[src/rtl/cvxif_mac4b_offload_ctrl.sv]
// Core-side CV-X-IF initiator for MAC4B offloads: issue, id tracking, in-order commit/kill, result writeback.
// Optional local pre-decode of the instruction word is enabled by defining CVXIF_MAC4B_LOCAL_DECODE_EN.
module cvxif_mac4b_offload_ctrl #(
   parameter int unsigned IdWidth = 3,
   parameter int unsigned Depth   = 4
) (
   input  logic               clk_i,
   input  logic               rst_ni,
   input  logic               instr_valid_i,
   output logic               instr_ready_o,
   input  logic [31:0]        instr_i,
   input  logic [2:0][31:0]   rs_i,
   output logic               x_issue_valid_o,
   input  logic               x_issue_ready_i,
   output logic [31:0]        x_issue_instr_o,
   output logic [IdWidth-1:0] x_issue_id_o,
   output logic [2:0][31:0]   x_issue_rs_o,
   output logic [2:0]         x_issue_rs_valid_o,
   input  logic               x_issue_accept_i,
   input  logic               x_issue_wb_i,
   input  logic               commit_valid_i,
   input  logic               commit_kill_i,
   output logic               x_commit_valid_o,
   output logic [IdWidth-1:0] x_commit_id_o,
   output logic               x_commit_kill_o,
   input  logic               x_result_valid_i,
   output logic               x_result_ready_o,
   input  logic [IdWidth-1:0] x_result_id_i,
   input  logic [31:0]        x_result_data_i,
   input  logic [4:0]         x_result_rd_i,
   input  logic               x_result_we_i,
   output logic               wb_valid_o,
   output logic [IdWidth-1:0] wb_id_o,
   output logic [31:0]        wb_data_o,
   output logic [4:0]         wb_rd_o,
   output logic               wb_we_o,
   output logic               wb_exc_o,
   output logic               spurious_o
);

   localparam int unsigned NumIds = 1 << IdWidth;
   localparam int unsigned CntW   = IdWidth + 1;

   // Handshakes: a transfer happens on a rising clk_i edge where valid and ready are both high;
   // the initiator holds valid and its payload stable until that edge.
   typedef enum logic [1:0] {IDLE, ISSUE, REJECT} state_t;
   state_t state, state_nxt;

   logic [31:0]        instr_q;
   logic [2:0][31:0]   rs_q;
   logic [IdWidth-1:0] id_cnt;
   logic [NumIds-1:0]  out_tbl, out_nxt, wb_tbl;
   logic [CntW-1:0]    out_cnt, cq_cnt;
   logic [IdWidth-1:0] cq_mem [NumIds];
   logic [IdWidth-1:0] cq_wr, cq_rd, cq_head;
   logic               wb_valid_q, wb_we_q, spurious_q;
   logic [IdWidth-1:0] wb_id_q;
   logic [31:0]        wb_data_q;
   logic [4:0]         wb_rd_q;
   logic               commit_valid_q, commit_kill_q;
   logic [IdWidth-1:0] commit_id_q;
   logic               decode_ok, rej;
   logic               instr_hs, issue_hs, accept_hs, res_hs, res_hit, commit_pop;

`ifdef CVXIF_MAC4B_LOCAL_DECODE_EN
   assign decode_ok = (instr_q & 32'h0600_707F) == 32'h0600_0033;
`else
   assign decode_ok = 1'b1;
`endif

   assign rej        = (state == REJECT);
   assign instr_hs   = instr_valid_i & instr_ready_o;
   assign issue_hs   = x_issue_valid_o & x_issue_ready_i;
   assign accept_hs  = issue_hs & x_issue_accept_i;
   assign res_hs     = x_result_valid_i & x_result_ready_o;
   assign res_hit    = res_hs & out_tbl[x_result_id_i];
   assign commit_pop = commit_valid_i & (cq_cnt != '0);
   assign cq_head    = cq_mem[cq_rd];

   always_comb begin
      out_cnt = '0;
      for (int i = 0; i < NumIds; i++) out_cnt = out_cnt + CntW'(out_tbl[i]);
   end

   // The queue-full and id-busy terms keep a wrapped id from aliasing one still in flight.
   assign instr_ready_o = (state == IDLE) && (out_cnt < CntW'(Depth)) &&
                          (cq_cnt < CntW'(NumIds)) && !out_tbl[id_cnt];

   always_comb begin
      state_nxt       = state;
      x_issue_valid_o = 1'b0;
      case (state)
         IDLE:   if (instr_hs) state_nxt = ISSUE;
         ISSUE: begin
            if (!decode_ok) begin
               state_nxt = REJECT;
            end else begin
               x_issue_valid_o = 1'b1;
               if (x_issue_ready_i) state_nxt = x_issue_accept_i ? IDLE : REJECT;
            end
         end
         REJECT: state_nxt = IDLE;
         default: state_nxt = IDLE;
      endcase
   end

   always_comb begin
      out_nxt = out_tbl;
      if (commit_pop && (commit_kill_i || !wb_tbl[cq_head])) out_nxt[cq_head] = 1'b0;
      if (res_hit) out_nxt[x_result_id_i] = 1'b0;
      if (accept_hs) out_nxt[id_cnt] = 1'b1;
   end

   always_ff @(posedge clk_i or negedge rst_ni) begin
      if (!rst_ni) begin
         state   <= IDLE;
         instr_q <= '0;
         rs_q    <= '0;
         id_cnt  <= '0;
         out_tbl <= '0;
         wb_tbl  <= '0;
      end else begin
         state   <= state_nxt;
         out_tbl <= out_nxt;
         if (instr_hs) begin
            instr_q <= instr_i;
            rs_q    <= rs_i;
         end
         if (accept_hs) begin
            wb_tbl[id_cnt] <= x_issue_wb_i;
            id_cnt         <= id_cnt + 1'b1;
         end
      end
   end

   always_ff @(posedge clk_i) begin
      if (accept_hs) cq_mem[cq_wr] <= id_cnt;
   end

   always_ff @(posedge clk_i or negedge rst_ni) begin
      if (!rst_ni) begin
         cq_wr          <= '0;
         cq_rd          <= '0;
         cq_cnt         <= '0;
         commit_valid_q <= 1'b0;
         commit_id_q    <= '0;
         commit_kill_q  <= 1'b0;
      end else begin
         if (accept_hs) cq_wr <= cq_wr + 1'b1;
         if (commit_pop) cq_rd <= cq_rd + 1'b1;
         case ({accept_hs, commit_pop})
            2'b10:   cq_cnt <= cq_cnt + 1'b1;
            2'b01:   cq_cnt <= cq_cnt - 1'b1;
            default: cq_cnt <= cq_cnt;
         endcase
         commit_valid_q <= commit_pop;
         commit_kill_q  <= commit_pop & commit_kill_i;
         if (commit_pop) commit_id_q <= cq_head;
      end
   end

   // A result taken the cycle before REJECT stays pending and is shown right after the exception.
   always_ff @(posedge clk_i or negedge rst_ni) begin
      if (!rst_ni) begin
         wb_valid_q <= 1'b0;
         wb_id_q    <= '0;
         wb_data_q  <= '0;
         wb_rd_q    <= '0;
         wb_we_q    <= 1'b0;
         spurious_q <= 1'b0;
      end else begin
         spurious_q <= res_hs & ~res_hit;
         if (res_hit) begin
            wb_valid_q <= 1'b1;
            wb_id_q    <= x_result_id_i;
            wb_data_q  <= x_result_data_i;
            wb_rd_q    <= x_result_rd_i;
            wb_we_q    <= x_result_we_i;
         end else if (!rej) begin
            wb_valid_q <= 1'b0;
         end
      end
   end

   assign x_issue_instr_o    = instr_q;
   assign x_issue_id_o       = id_cnt;
   assign x_issue_rs_o       = rs_q;
   assign x_issue_rs_valid_o = 3'b111;
   assign x_result_ready_o   = !rej;
   assign x_commit_valid_o   = commit_valid_q;
   assign x_commit_id_o      = commit_id_q;
   assign x_commit_kill_o    = commit_kill_q;
   assign wb_valid_o         = rej | wb_valid_q;
   assign wb_id_o            = rej ? id_cnt : wb_id_q;
   assign wb_data_o          = rej ? 32'h0 : wb_data_q;
   assign wb_rd_o            = rej ? 5'd0 : wb_rd_q;
   assign wb_we_o            = rej ? 1'b0 : wb_we_q;
   assign wb_exc_o           = rej;
   assign spurious_o         = spurious_q;

endmodule

[config.mk]
export PLATFORM = sky130hd
export DESIGN_NAME = cvxif_mac4b_offload_ctrl
export DESIGN_NICKNAME = d
export VERILOG_FILES = /design/src/rtl/cvxif_mac4b_offload_ctrl.sv
export SDC_FILE = /design/constraint.sdc
export NUM_CORES = 1
export LEC_CHECK = 0
export ABC_AREA = 1
export BUFFER_PORTS_ARGS = -buffer_cell sky130_fd_sc_hd__buf_2
export CORE_MARGIN = 2
export CORE_UTILIZATION = 43
export CTS_CLUSTER_SIZE = 14
export DETAILED_ROUTE_END_ITERATION = 7
export GPL_TIMING_DRIVEN = 0
export PLACE_DENSITY_LB_ADDON = 0.1
export SLEW_MARGIN = 25
export SYNTH_ARGS = -nofsm -noshare
export SYNTH_HDL_FRONTEND = slang
export SYNTH_SLANG_ARGS = --single-unit
[constraint.sdc]
create_clock -name clk_i -period 5.8 [get_ports clk_i]
set_input_delay 0.87 -clock clk_i [delete_from_list [all_inputs] [get_ports clk_i]]
set_output_delay 0.87 -clock clk_i [all_outputs]
set_load 0.005 [all_outputs]
==> key figures <==
Cells and area
  – Fin area: approximately 13000 sq um
  – Most common cell after layout, fill and taps aside: nand2_1
  – Layout fillers: between 2000 and 2500
  – Layout cells sized above 1: between 20 and 30%
  – Fin util: a little under three fifths
  – Most frequent cells in the layout: 411 x nand2_1, 390 x buf_2, 207 x dfrtp_1, 161 x nand3_1, 104 x inv_1
  – Nets: 1743
  – Area delta synth->final: 30.73%

Yosys
  – Cell taking the most area after synthesis: dfrtp_1
  – Top cells by area, synth: dfrtp_1 52%, nand2_1 15%, nand3_1 8.1%
  – Avg Cell Area, Syn: 8.606 sq um
  – Yosys reg bits: around 230
  – Synth warnings: 0
  – Mapped Cells: 1161
  – Synth top area share: about half
  – Register area share after synthesis: between 50% and 60%
  – Distinct cells, synth: 31
  – Area of the mapped netlist: around 10000 sq um

Clock network
  – Clock latency on the worst-skew pair: ~0.52 ns
  – Clock root buffer: clkbuf_16
  – CTS tree: yes
  – Maximum clock path buffer count: 3
  – Cts hold-fix bufs: 0
  – Number of gates resized after CTS: 0
  – Total CTS buffers: 26
  – H-tree levels: 1
  – Clock sink count: about 230
  – Reg clk slew, reported paths: approximately 0.060 ns
  – Postcts setup bufs: 0

Route
  – DRT Pass-1 Iters: 4
  – Initial DRC Count: 557
  – Drt total wl: approximately 30000 microns
  – Via density: around 4.8
  – Wire per inst: between 15 and 20 microns
  – Vias: about 8900
  – Post-route DRC violation count: 0
  – DRT antenna net count: 0

Floorplan
  – Initial core utilization: a little over two fifths
  – Core box area: roughly 23000 sq um
  – Row count: 55
  – Chip Width: approximately 160 microns
  – Chip Height: about 160 microns
  – Boundary pin count: roughly 360
  – Die ar.: between 20000 and 25000 sq um

Global route
  – Global-route wire length before repair: around 46000 microns
  – Gr busiest metal: met2
  – Met2 usage: between 30% and 40%
  – Total congestion overflow: 0
  – Total GRT Usage: roughly a quarter
  – GR met3 Demand/Resource: under 10%
  – Vias in the first global route: 8672
  – Grt met1 use: between 30% and 40%
  – Antenna violations before repair: 10
  – Largest net degree at the start of global routing: between 90 and 100

STA
  – RSZ-0062 raised after global routing: no
  – Clock skew: 0.009850 ns
  – Slew HR: between 50% and 60%
  – Final Hold Viols: 0
  – Fin crit share: a little over four fifths
  – Max Fclk: 205.7 MHz
  – Worst setup slack after layout: about 0.94 ns
  – Hold WS: 0.2060 ns
  – Final min period: between 4 and 5 ns
  – Setup TNS: 0 ns
  – Worst Tran Pin Value: slightly above 0.7 ns
  – Final setup viols: 0
  – Fin. max-slew vios: 0

Hold path
  – Hold Path Class: input port to async pin

Run status
  – Status: finished clean

Placed design
  – Cell Area, Placed: ~12000 sq um
  – Port bufs: 360
  – Pre-CTS WS: between 1 and 1.5 ns
  – Gpl congestion: around 0.86
  – HPWL after DPL: between 20000 and 25000 microns

Critical path
  – CP required: about 5 ns
  – Reg-to-reg endpoint: x_issue_rs_o[39]
  – Critical path class: register to output pin
  – R2R depth: 13
  – R2r setup slk: 1.99 ns
  – R2R Path Start: out_tbl[0]
  – Crit path DAT: roughly 4.0 ns
  – Crit Path Max Fanout: 10
  – Crit. End Element: output pin
  – Worst setup SP type: register

Power
  – VDD IR max: between 0.2 and 0.3 mV
  – Pleak: about 0.0073 uW
  – Power density cells: about 540 nW/um^2

Flow run
  – Max-cap violation count: 0
[cells in the mapped netlist]
cell type	instances
a211oi_1	1
nand4_1	4
clkbuf_1	26
nor2_2	1
nand2_1	411
o21ai_0	68
ha_1	8
nand2_2	3
a21oi_1	4
nand3b_1	1
o41ai_1	1
dfrtp_1	207
buf_4	5
inv_2	2
xnor2_1	2
clkinv_1	1
or2_2	1
o211ai_1	3
edfxtp_1	24
buf_2	31
xor2_1	6
fa_1	4
nand3_1	161
inv_1	104
nor2_1	70
conb_1	1
nor3_1	3
nor4_2	1
o31ai_1	4
o21ai_1	2
buf_1	1
[worst max path at each step]
| stage | startpoint | end | slack (ns) |
|---|---|---|---|
| 6_report | out_tbl[0] | instr_ready_o | 0.94 |
| 5_1_grt | out_tbl[0] | instr_ready_o | 0.61 |
| 4_1_cts | out_tbl[0] | instr_ready_o | 0.84 |
| 3_5_place_dp | out_tbl[0] | instr_ready_o | 1.41 |
| 3_3_place_gp | rst_ni | x_issue_rs_o[8] | 0.17 |
| 2_1_floorplan | out_tbl[0] | instr_ready_o | 2.02 |
[through the flow]
stage | instances | power (uW)
global placement | 1808 | 5487
global route | 1862 | 7696
floorplan | 1163 | 4296
detailed placement | 1810 | 5568
CTS | 1858 | 7178
finish | 1866 | 7089
[routing by layer]
| metal | wire, microns | up-vias |
|---|---|---|
| met3 | 2158 | 65 |
| met5 | 44 | - |
| li1 | - | 4451 |
| met1 | 11940 | 4118 |
| met2 | 14250 | 294 |
| met4 | 1149 | 6 |
[where the power goes]
group / internal, uW / switching (uW) / total, uW
clock: 928 / 650 / 1580
sequential: 2340 / 383 / 2720
combinational: 1100 / 1700 / 2790
[layout make-up]
| cell class | instances | area [sq um] | area share (%) |
|---|---|---|---|
| antenna | 8 | 20.02 | 0.1533 |
| buffer | 63 | 294.0 | 2.251 |
| timing repair buffer | 362 | 1867 | 14.29 |
| tap | 285 | 356.6 | 2.730 |
| clock buffer | 35 | 735.7 | 5.632 |
| clock inverter | 13 | 83.83 | 0.6418 |
| multi-input combinational | 762 | 3403 | 26.05 |
| inverter | 107 | 401.6 | 3.075 |
| sequential | 231 | 5901 | 45.17 |
[kinds of logic (layout without fill, tap and decap cells)]
kind of cell / Yosys count / in the layout / synth area share, %
simple gates: 656 / 656 / 27.05
fa+ha+maj: 12 / 12 / 1.803
compound gates: 83 / 83 / 4.395
xor+xnor: 8 / 8 / 0.7013
flops: 231 / 231 / 59.05
buf+inv: 170 / 580 / 6.962
other cells: 1 / 11 / 0.03753
[registers in the layout, indices dropped and copies added (netlist names)]
signal            count
x_issue_rs_o         96
out_tbl               8
cq_cnt                4
wb_valid_q            1
x_issue_id_o          3
x_issue_instr_o      32
x_commit_id_o         3
wb_id_q               3
spurious_o            1
wb_we_q               1
wb_tbl                8
x_commit_kill_o       1
wb_rd_q               5
cq_wr                 3
wb_data_q            32
cq_mem               24
cq_rd                 3
x_commit_valid_o      1
state                 2
[worst max-delay path, cell delays in order, from the launching register on]
cell      delay [ns]
dfrtp_1         0.43
fa_1            0.56
inv_1           0.05
fa_1            0.47
inv_1           0.05
fa_1            0.36
ha_1            0.28
nand3_1         0.08
nand3_1         0.08
nor4_2          0.55
clkbuf_1        0.38
buf_2           0.19
Power figures use the tool's default switching activity.
